==> config.mk <==
export PLATFORM = sky130hd
export DESIGN_NAME = serial_substractor
export DESIGN_NICKNAME = d
export VERILOG_FILES = /design/src/rtl/serial_substractor_pkg.sv /design/src/rtl/full_substractor.sv /design/src/rtl/serial_substractor.sv
export SDC_FILE = /design/constraint.sdc
export NUM_CORES = 1
export LEC_CHECK = 0
export ABC_AREA = 1
export CORE_MARGIN = 10
export CORE_UTILIZATION = 45
export DETAILED_ROUTE_END_ITERATION = 8
export PLACE_DENSITY = 0.7
export SETUP_SLACK_MARGIN = 0.15
export SLEW_MARGIN = 20
export SYNTH_ARGS = -nofsm -noshare
export SYNTH_HDL_FRONTEND = slang
export SYNTH_SLANG_ARGS = --single-unit
==> constraint.sdc <==
create_clock -name clk -period 2.3 [get_ports clk]
set_input_delay 0.23 -clock clk [delete_from_list [all_inputs] [get_ports clk]]
set_output_delay 0.23 -clock clk [all_outputs]
set_load 0.05 [all_outputs]
==> src/rtl/serial_substractor_pkg.sv <==
// rtl/serial_substractor_pkg.sv - shared constants for the serial subtractor
//
// Purpose : default operand width and FSM state encodings shared by the
//           serial subtractor and its bench.
// Ports   : none (package).
package serial_substractor_pkg;

  localparam int DEFAULT_WIDTH = 8;

  typedef enum logic [1:0] {
    ST_IDLE  = 2'd0,
    ST_SHIFT = 2'd1,
    ST_DONE  = 2'd2
  } state_t;

endpackage

==> src/rtl/full_substractor.sv <==
// rtl/full_substractor.sv - one-bit full subtractor
//
// Purpose : combinational a - b - borrow for a single bit.
// Ports   : a, b, borrow  - input bits
//           diff          - difference bit
//           borrow_out    - 1 when a < b + borrow
module full_substractor (
  input  logic a,
  input  logic b,
  input  logic borrow,
  output logic diff,
  output logic borrow_out
);

  assign diff       = a ^ b ^ borrow;
  // Borrow when a=0 and b=1, or when a==b and a borrow comes in.
  assign borrow_out = (~a & b) | (~(a ^ b) & borrow);

endmodule

==> src/rtl/serial_substractor.sv <==
// rtl/serial_substractor.sv - bit-serial subtractor, one bit per clock
//
// Purpose : computes (a - b - borrow_in) mod 2^WIDTH LSB first, one
//           full-subtractor step per clock, with registered results.
// Ports   : clk        - clock, all state on rising edge
//           rst        - synchronous active-high reset
//           start      - begin a subtraction (accepted only in IDLE)
//           a, b       - minuend / subtrahend, captured on acceptance
//           borrow_in  - initial borrow, captured on acceptance
//           busy       - high while bits are being processed
//           done       - one-cycle pulse, diff/borrow_out just updated
//           diff       - registered result
//           borrow_out - registered final borrow
module serial_substractor
  import serial_substractor_pkg::*;
#(
  parameter int WIDTH = DEFAULT_WIDTH
) (
  input  logic             clk,
  input  logic             rst,
  input  logic             start,
  input  logic [WIDTH-1:0] a,
  input  logic [WIDTH-1:0] b,
  input  logic             borrow_in,
  output logic             busy,
  output logic             done,
  output logic [WIDTH-1:0] diff,
  output logic             borrow_out
);

  localparam int CW = $clog2(WIDTH + 1);
  localparam logic [CW-1:0] LAST_BIT = CW'(WIDTH - 1);

  state_t           r_state;
  state_t           w_state_next;
  logic [WIDTH-1:0] r_a;
  logic [WIDTH-1:0] r_b;
  logic [WIDTH-1:0] r_res;
  logic             r_borrow;
  logic [CW-1:0]    r_count;
  logic [WIDTH-1:0] r_diff;
  logic             r_borrow_out;

  logic             w_load;
  logic             w_step;
  logic             w_last;
  logic             w_bit_diff;
  logic             w_bit_borrow;
  logic [WIDTH:0]   w_res_wide;
  logic [WIDTH-1:0] w_res_next;

  full_substractor u_bit (
    .a          (r_a[0]),
    .b          (r_b[0]),
    .borrow     (r_borrow),
    .diff       (w_bit_diff),
    .borrow_out (w_bit_borrow)
  );

  // Shift the new bit into the MSB; done through a WIDTH+1 vector so the
  // same expression is legal for WIDTH=1.
  assign w_res_wide = {w_bit_diff, r_res} >> 1;
  assign w_res_next = w_res_wide[WIDTH-1:0];
  assign w_last     = (r_count == LAST_BIT);

  always_comb begin
    w_state_next = r_state;
    w_load       = 1'b0;
    w_step       = 1'b0;
    case (r_state)
      ST_IDLE: begin
        if (start) begin
          w_load       = 1'b1;
          w_state_next = ST_SHIFT;
        end
      end
      ST_SHIFT: begin
        w_step = 1'b1;
        if (w_last) begin
          w_state_next = ST_DONE;
        end
      end
      ST_DONE: begin
        w_state_next = ST_IDLE;
      end
      default: begin
        w_state_next = ST_IDLE;
      end
    endcase
  end

  always_ff @(posedge clk) begin
    if (rst) begin
      r_state <= ST_IDLE;
    end else begin
      r_state <= w_state_next;
    end
  end

  always_ff @(posedge clk) begin
    if (rst) begin
      r_a          <= '0;
      r_b          <= '0;
      r_res        <= '0;
      r_borrow     <= 1'b0;
      r_count      <= '0;
      r_diff       <= '0;
      r_borrow_out <= 1'b0;
    end else if (w_load) begin
      r_a      <= a;
      r_b      <= b;
      r_res    <= '0;
      r_borrow <= borrow_in;
      r_count  <= '0;
    end else if (w_step) begin
      r_a      <= r_a >> 1;
      r_b      <= r_b >> 1;
      r_res    <= w_res_next;
      r_borrow <= w_bit_borrow;
      r_count  <= r_count + CW'(1);
      if (w_last) begin
        r_diff       <= w_res_next;
        r_borrow_out <= w_bit_borrow;
      end
    end
  end

  assign busy       = (r_state == ST_SHIFT);
  assign done       = (r_state == ST_DONE);
  assign diff       = r_diff;
  assign borrow_out = r_borrow_out;

endmodule

# After elaboration in Yosys (flattened, before gate mapping)
# Cells that the tools add are included.
totals:
  ff_bits: 40
  in_bits: 20
  output_inout_bits: 11
  wordCells: 39
op_classes:
  addsub: 1
  n_eq_ne: 5
  muxes: 12
  n_bitwise: 8
  reduce_logical: 5
op_table:
  columns: ["cell", "count"]
  rows:
  - ["two-way mux 8 bit", 4]
  - ["two-way mux 1 bit", 5]
  - ["adder 4 x 1 -> 4 bit, second input constant", 1]
  - ["equality test 4 x 3 -> 1 bit, second input constant", 1]
  - ["two-way mux 2 bit", 2]
  - ["one-hot mux 2 bit (2 select lines)", 1]
  - ["inverter 1 bit", 3]
  - ["AND reduction 3 bit", 1]
  - ["bitwise AND 1 bit", 2]
  - ["equality test 2 x 1 -> 1 bit, second input constant", 1]
  - ["equality test 2 bit, second input constant", 1]
  - ["zero test 2 bit", 1]
  - ["!= test 2 x 1 -> 1 bit, second input constant", 1]
  - ["!= test 2 bit, second input constant", 1]
  - ["AND reduction 2 bit", 1]
  - ["nonzero test 2 bit", 1]
  - ["OR reduction 2 bit", 1]
  - ["bitwise XOR 1 bit", 2]
  - ["bitwise OR 1 bit", 1]

# Logic depth before layout (Yosys ltp)
# Gate-level depths: netlist (run 1).
logic_depth:
  word_depth: 6
  mapped_depth: 7
  depth_no_buf: 7

# Hierarchy
# Synthesis (run 1) repeated with hierarchy kept, for this count alone.
hier_totals:
  hier_cells: 261
  area_unflattened_um2: 1861.8
by_module_without_submodules:
  columns: ["module", "n_inst", "cells_each", "area_each_um2", "seq_area_each_um2"]
  rows:
  - ["serial_substractor", 1, 257, 1830.5, 780.7]
  - ["full_substractor", 1, 4, 31.3, 0.0]

# Worst setup path after synthesis (run 1)
# Ideal clock, no wire load.
synth_path:
  kind: "register to output"
  from: "reg r_state[1]"
  to: "out done"
  arrival_time_ns: 1.318
  required_ns: 2.070
  setup_slack_ns: 0.752
  stages_incl_launch_ff: 4
  path_buffers: 1
  path_cell_list: "dfxtp_1 -> inv_2 -> buf_2 -> nor2_1"
synth_via:
  elab_chain_len: 1
synth_lines:
  columns: ["item", "line", "text"]
  rows:
  - ["start, declared", "serial_substractor.sv:34", "state_t r_state;"]
  - ["start signal, assigned", "serial_substractor.sv:96", "r_state <= w_state_next;"]
  - ["equality test 2 bit", "serial_substractor.sv:129", "assign done = (r_state == ST_DONE);"]
  - ["end, declared", "serial_substractor.sv:26", "output logic done,"]
# No other way between the ends.

# Final worst setup path (run 1)
# Same ends and word-level chain as after synthesis.

==> summary.md, run 1 <==
| Metric | Value |
|---|---|
| Status | `complete, no violations` |
| Clock group share of total power | `33.7%` |
| Std-Cell Core Area | `3744 µm²` |
| Post-synthesis net count | `about 280` |
| Post-CTS Resized | `0` |
| Root buffer cell | `clkbuf_8` |
| TritonRoute pass-1 iters | `4` |
| Transition time at the pin with the least slew margin | `605.4 ps` |
| Via Count | `between 1500 and 2000` |
| Leading cell types in the layout, fill and taps excluded | `nand2_1, nand3_1, dfxtp_1` |
| Number of clock buffers inserted by TritonCTS | `5` |
| Clock tree buffer depth | `2` |
| Placer's final routability congestion estimate | `0.7683` |
| Inserted Diodes | `0` |
| Effective utilization at floorplan | `roughly 47%` |
| Element type at the critical path end | `primary output` |
| Fin Clk Skew | `3.790 ps` |
| Cell area after technology mapping | `1774 µm²` |
| Int Pwr | `around 1000 µW` |
| Clock-pin slew reported for the worst setup and hold paths after clock tree synthesis | `70 ps` |
| Synthesized area per cell | `7.013 µm²` |
| #FFs+latches synth | `39` |
| Synthesized netlist cell count | `253` |
| Number of distinct standard cells referenced by the synthesized netlist | `21` |
| Worst hold-check path type | `flop to flop` |
| H-tree depth | `2` |
| Antenna viol nets, final | `0` |
| Main area contributors after synthesis | `dfxtp_1, nand2_1, nand3_1` |
| Cell count after placement | `320` |
| Share of Yosys cell area claimed by the top area cell type | `44.01%` |
| TritonCTS clock tree | `built` |
| Slowest-stage cell, CP | `clkdlybuf4s50_1` |
| Top delay family on crit path | `buffers and inverters` |
| Count of synthesis-stage warnings from yosys | `0` |
| Combinational share of power | `13.2%` |
| Worst path buffer plus inverter count | `2` |
| Largest incremental delay on the critical path | `820 ps` |
| Die width | `82.79 µm` |
| Fraction of layout instances using a drive strength above 1 | `7.527%` |
| Maximum number of pins on one net before global-route repair | `20` |
| Sort of element at the start of the critical path | `flop` |
| Global-route wire length before repair | `6368 µm` |
| Port Buffers | `30` |
| Sequential area share after synthesis | `44.01%` |
| CP Max Fanout | `15` |
| Net count reported at finish | `301` |
| Clock sinks | `39` |
| Violation count after the first detailed-routing iteration | `85` |
| Path type of the worst setup path | `flop to primary output` |
| Total Negative Setup Slacks | `0 ps` |
| Switching share of total power | `25.29%` |
| Max-cap violations | `0` |
| Via count of the first global-routing pass | `1431` |
| Clock insertion delay at the later pin of the skew report | `290 ps` |
| Pins over their slew limit | `0` |
| Final-layout fill cell count | `376` |
| Final period util | `88.49%` |
| Number of ports placed on the die boundary | `31` |
| Layout overhead on the synthesized area | `22.21%` |
| Crit path cell chain | `inv_2 > nor2_1 > clkdlybuf4s50_1` |
| Cell taking the most area after synthesis | `dfxtp_1` |
| Sequential cell fraction of total power | `around 53%` |
| DRC Markers | `0` |
| CP required | `2070 ps` |
| Count of final setup violators | `0` |
| Overflow left after global routing | `0` |
| Pwr per Cell Area | `627.4 nW/µm²` |
| Average via count per standard cell | `4.768` |
| Worst vdd ir | `around 310 µV` |
| Switching pwr | `between 300 and 400 µW` |
| Antenna violations before repair | `0` |
| Hold Violations, Final | `0` |
| Post CTS Setup Buffer Count | `0` |
| Hold-fix buffer count after cts | `0` |
| Leakage | `about 0.00096 µW` |
| Unrepaired setup endpoints after global routing | `no` |
| Number of placement rows | `22` |
| Detailed Place HPWL | `2585 µm` |
| Achievable clock frequency | `491.3 MHz` |
| Post-route minimum period | `slightly above 2000 ps` |
| Vertical die dimension | `82.79 µm` |
| Signal arrival time at the worst endpoint | `~1800 ps` |
| Most common library cell in the layout ignoring fill and taps | `nand2_1` |
| Final Non-Filler Cells | `327` |
| Worst slew margin | `59.60%` |
| Die outline area | `6854 µm²` |
| Total detailed-routing wirelength | `3606 µm` |
| Combined global-route utilization of all metal layers | `roughly 12%` |
| Average detailed-routed wire length per instance | `11.03 µm` |
cell families (layout without fill, tap and decap cells):
kind of cell	Yosys count	in the layout	share of synthesized area (%)
and+or+nand+nor	144	144	34.63
DFF	39	39	44.01
adders and majority gates	2	2	1.834
AOI/OAI and AO/OA	26	26	7.969
xor gates and xnor gates	2	2	0.9875
buffers and inverters	40	66	10.58
power groups by stage:
stage	combinational [µW]	clock, µW	sequential, µW
final	179	458	723
after global routing	205	505	727
after floorplan	133	0	729
after global placement	179	0	737
after CTS	182	474	723
after detailed placement	181	0	738
stage by stage:
stage | worst slack [ps] | total power [µW] | util (%) | instance area, µm² | hold WS (ps)
floorplan | 751.6 | 862.1 | - | 1774 | 372.8
global placement | 551.3 | 916.1 | 55.58 | 2081 | 454.7
detailed placement | 560.4 | 919.1 | 55.58 | 2081 | 459.9
CTS | 235.9 | 1378 | 57.92 | 2168 | 470.8
global route | 150.4 | 1437 | 57.92 | 2168 | 482.0
finish | 264.6 | 1361 | 57.92 | 2168 | 466.4
worst paths after layout:
check | from | to | slack [ps] | depth (start not counted)
worst max-delay path | r_state[1]$_SDFFE_PP0P_ | done | 260 | 3
worst max register to register | r_state[0]$_SDFFE_PP0P_ | diff[5]$_SDFFE_PP0P_ | 540 | 5
worst min-delay path | diff[3]$_SDFFE_PP0P_ | diff[3]$_SDFFE_PP0P_ | 470 | 2
worst min register to register | diff[3]$_SDFFE_PP0P_ | diff[3]$_SDFFE_PP0P_ | 470 | 2
flip-flops by register name, indices dropped and copies added (netlist names):
signal      flops
diff            8
r_a             8
r_b             8
r_res           7
r_count         4
r_state         2
borrow_out      1
r_borrow        1
synthesized netlist by cell type (all sizes together):
master  instances
nand3          45
buf            14
fa              1
clkbuf          1
inv            24
nand2          83
clkinv          1
o21ai           2
nor2           16
dfxtp          39
a21oi          24
xor2            2
ha              1
layer usage:
layer	share of wire, %	global-route usage [%]	vias to the layer above
li1	-	-	849
met1	48	15.00	676
met2	45	17.36	31
met3	6.0	4.849	3
met4	0.92	3.177	0
met5	0	0	-
cell type report:
class	count	area, µm²	area share [%]
tap	48	60.06	2.770
sequential	39	780.7	36.01
timing repair buffer	34	340.3	15.70
clock buffer	6	82.58	3.808
multi-input combinational	174	805.8	37.16
inverter	25	93.84	4.328
clock inverter	1	5.005	0.2308
worst register-to-register path, stage by stage (launching register included):
cell     delay [ps]
dfxtp_1         630
nand2_2         280
nor2_2          430
inv_2           170
nand3_1         100
nand2_1          50
Power figures use the tool's default switching activity.
==> run 2: changes to the inputs <==
--- a/config.mk
+++ b/config.mk
@@ -8,6 +8,7 @@
 export ABC_AREA = 1
 export CORE_MARGIN = 10
 export CORE_UTILIZATION = 45
+export CTS_BUF_LIST = sky130_fd_sc_hd__clkbuf_2 sky130_fd_sc_hd__clkbuf_4 sky130_fd_sc_hd__clkbuf_8
 export DETAILED_ROUTE_END_ITERATION = 8
 export PLACE_DENSITY = 0.7
 export SETUP_SLACK_MARGIN = 0.15
==> results of run 2 <==
Final layout, timing and power as in run 1 (identical DEF).
==> run 3: changes to the inputs <==
--- a/config.mk
+++ b/config.mk
@@ -6,6 +6,7 @@
 export NUM_CORES = 1
 export LEC_CHECK = 0
 export ABC_AREA = 1
+export CAP_MARGIN = 20
 export CORE_MARGIN = 10
 export CORE_UTILIZATION = 45
 export CTS_BUF_LIST = sky130_fd_sc_hd__clkbuf_2 sky130_fd_sc_hd__clkbuf_4 sky130_fd_sc_hd__clkbuf_8
==> results of run 3 <==
Final layout, timing and power as in run 1 (identical DEF).
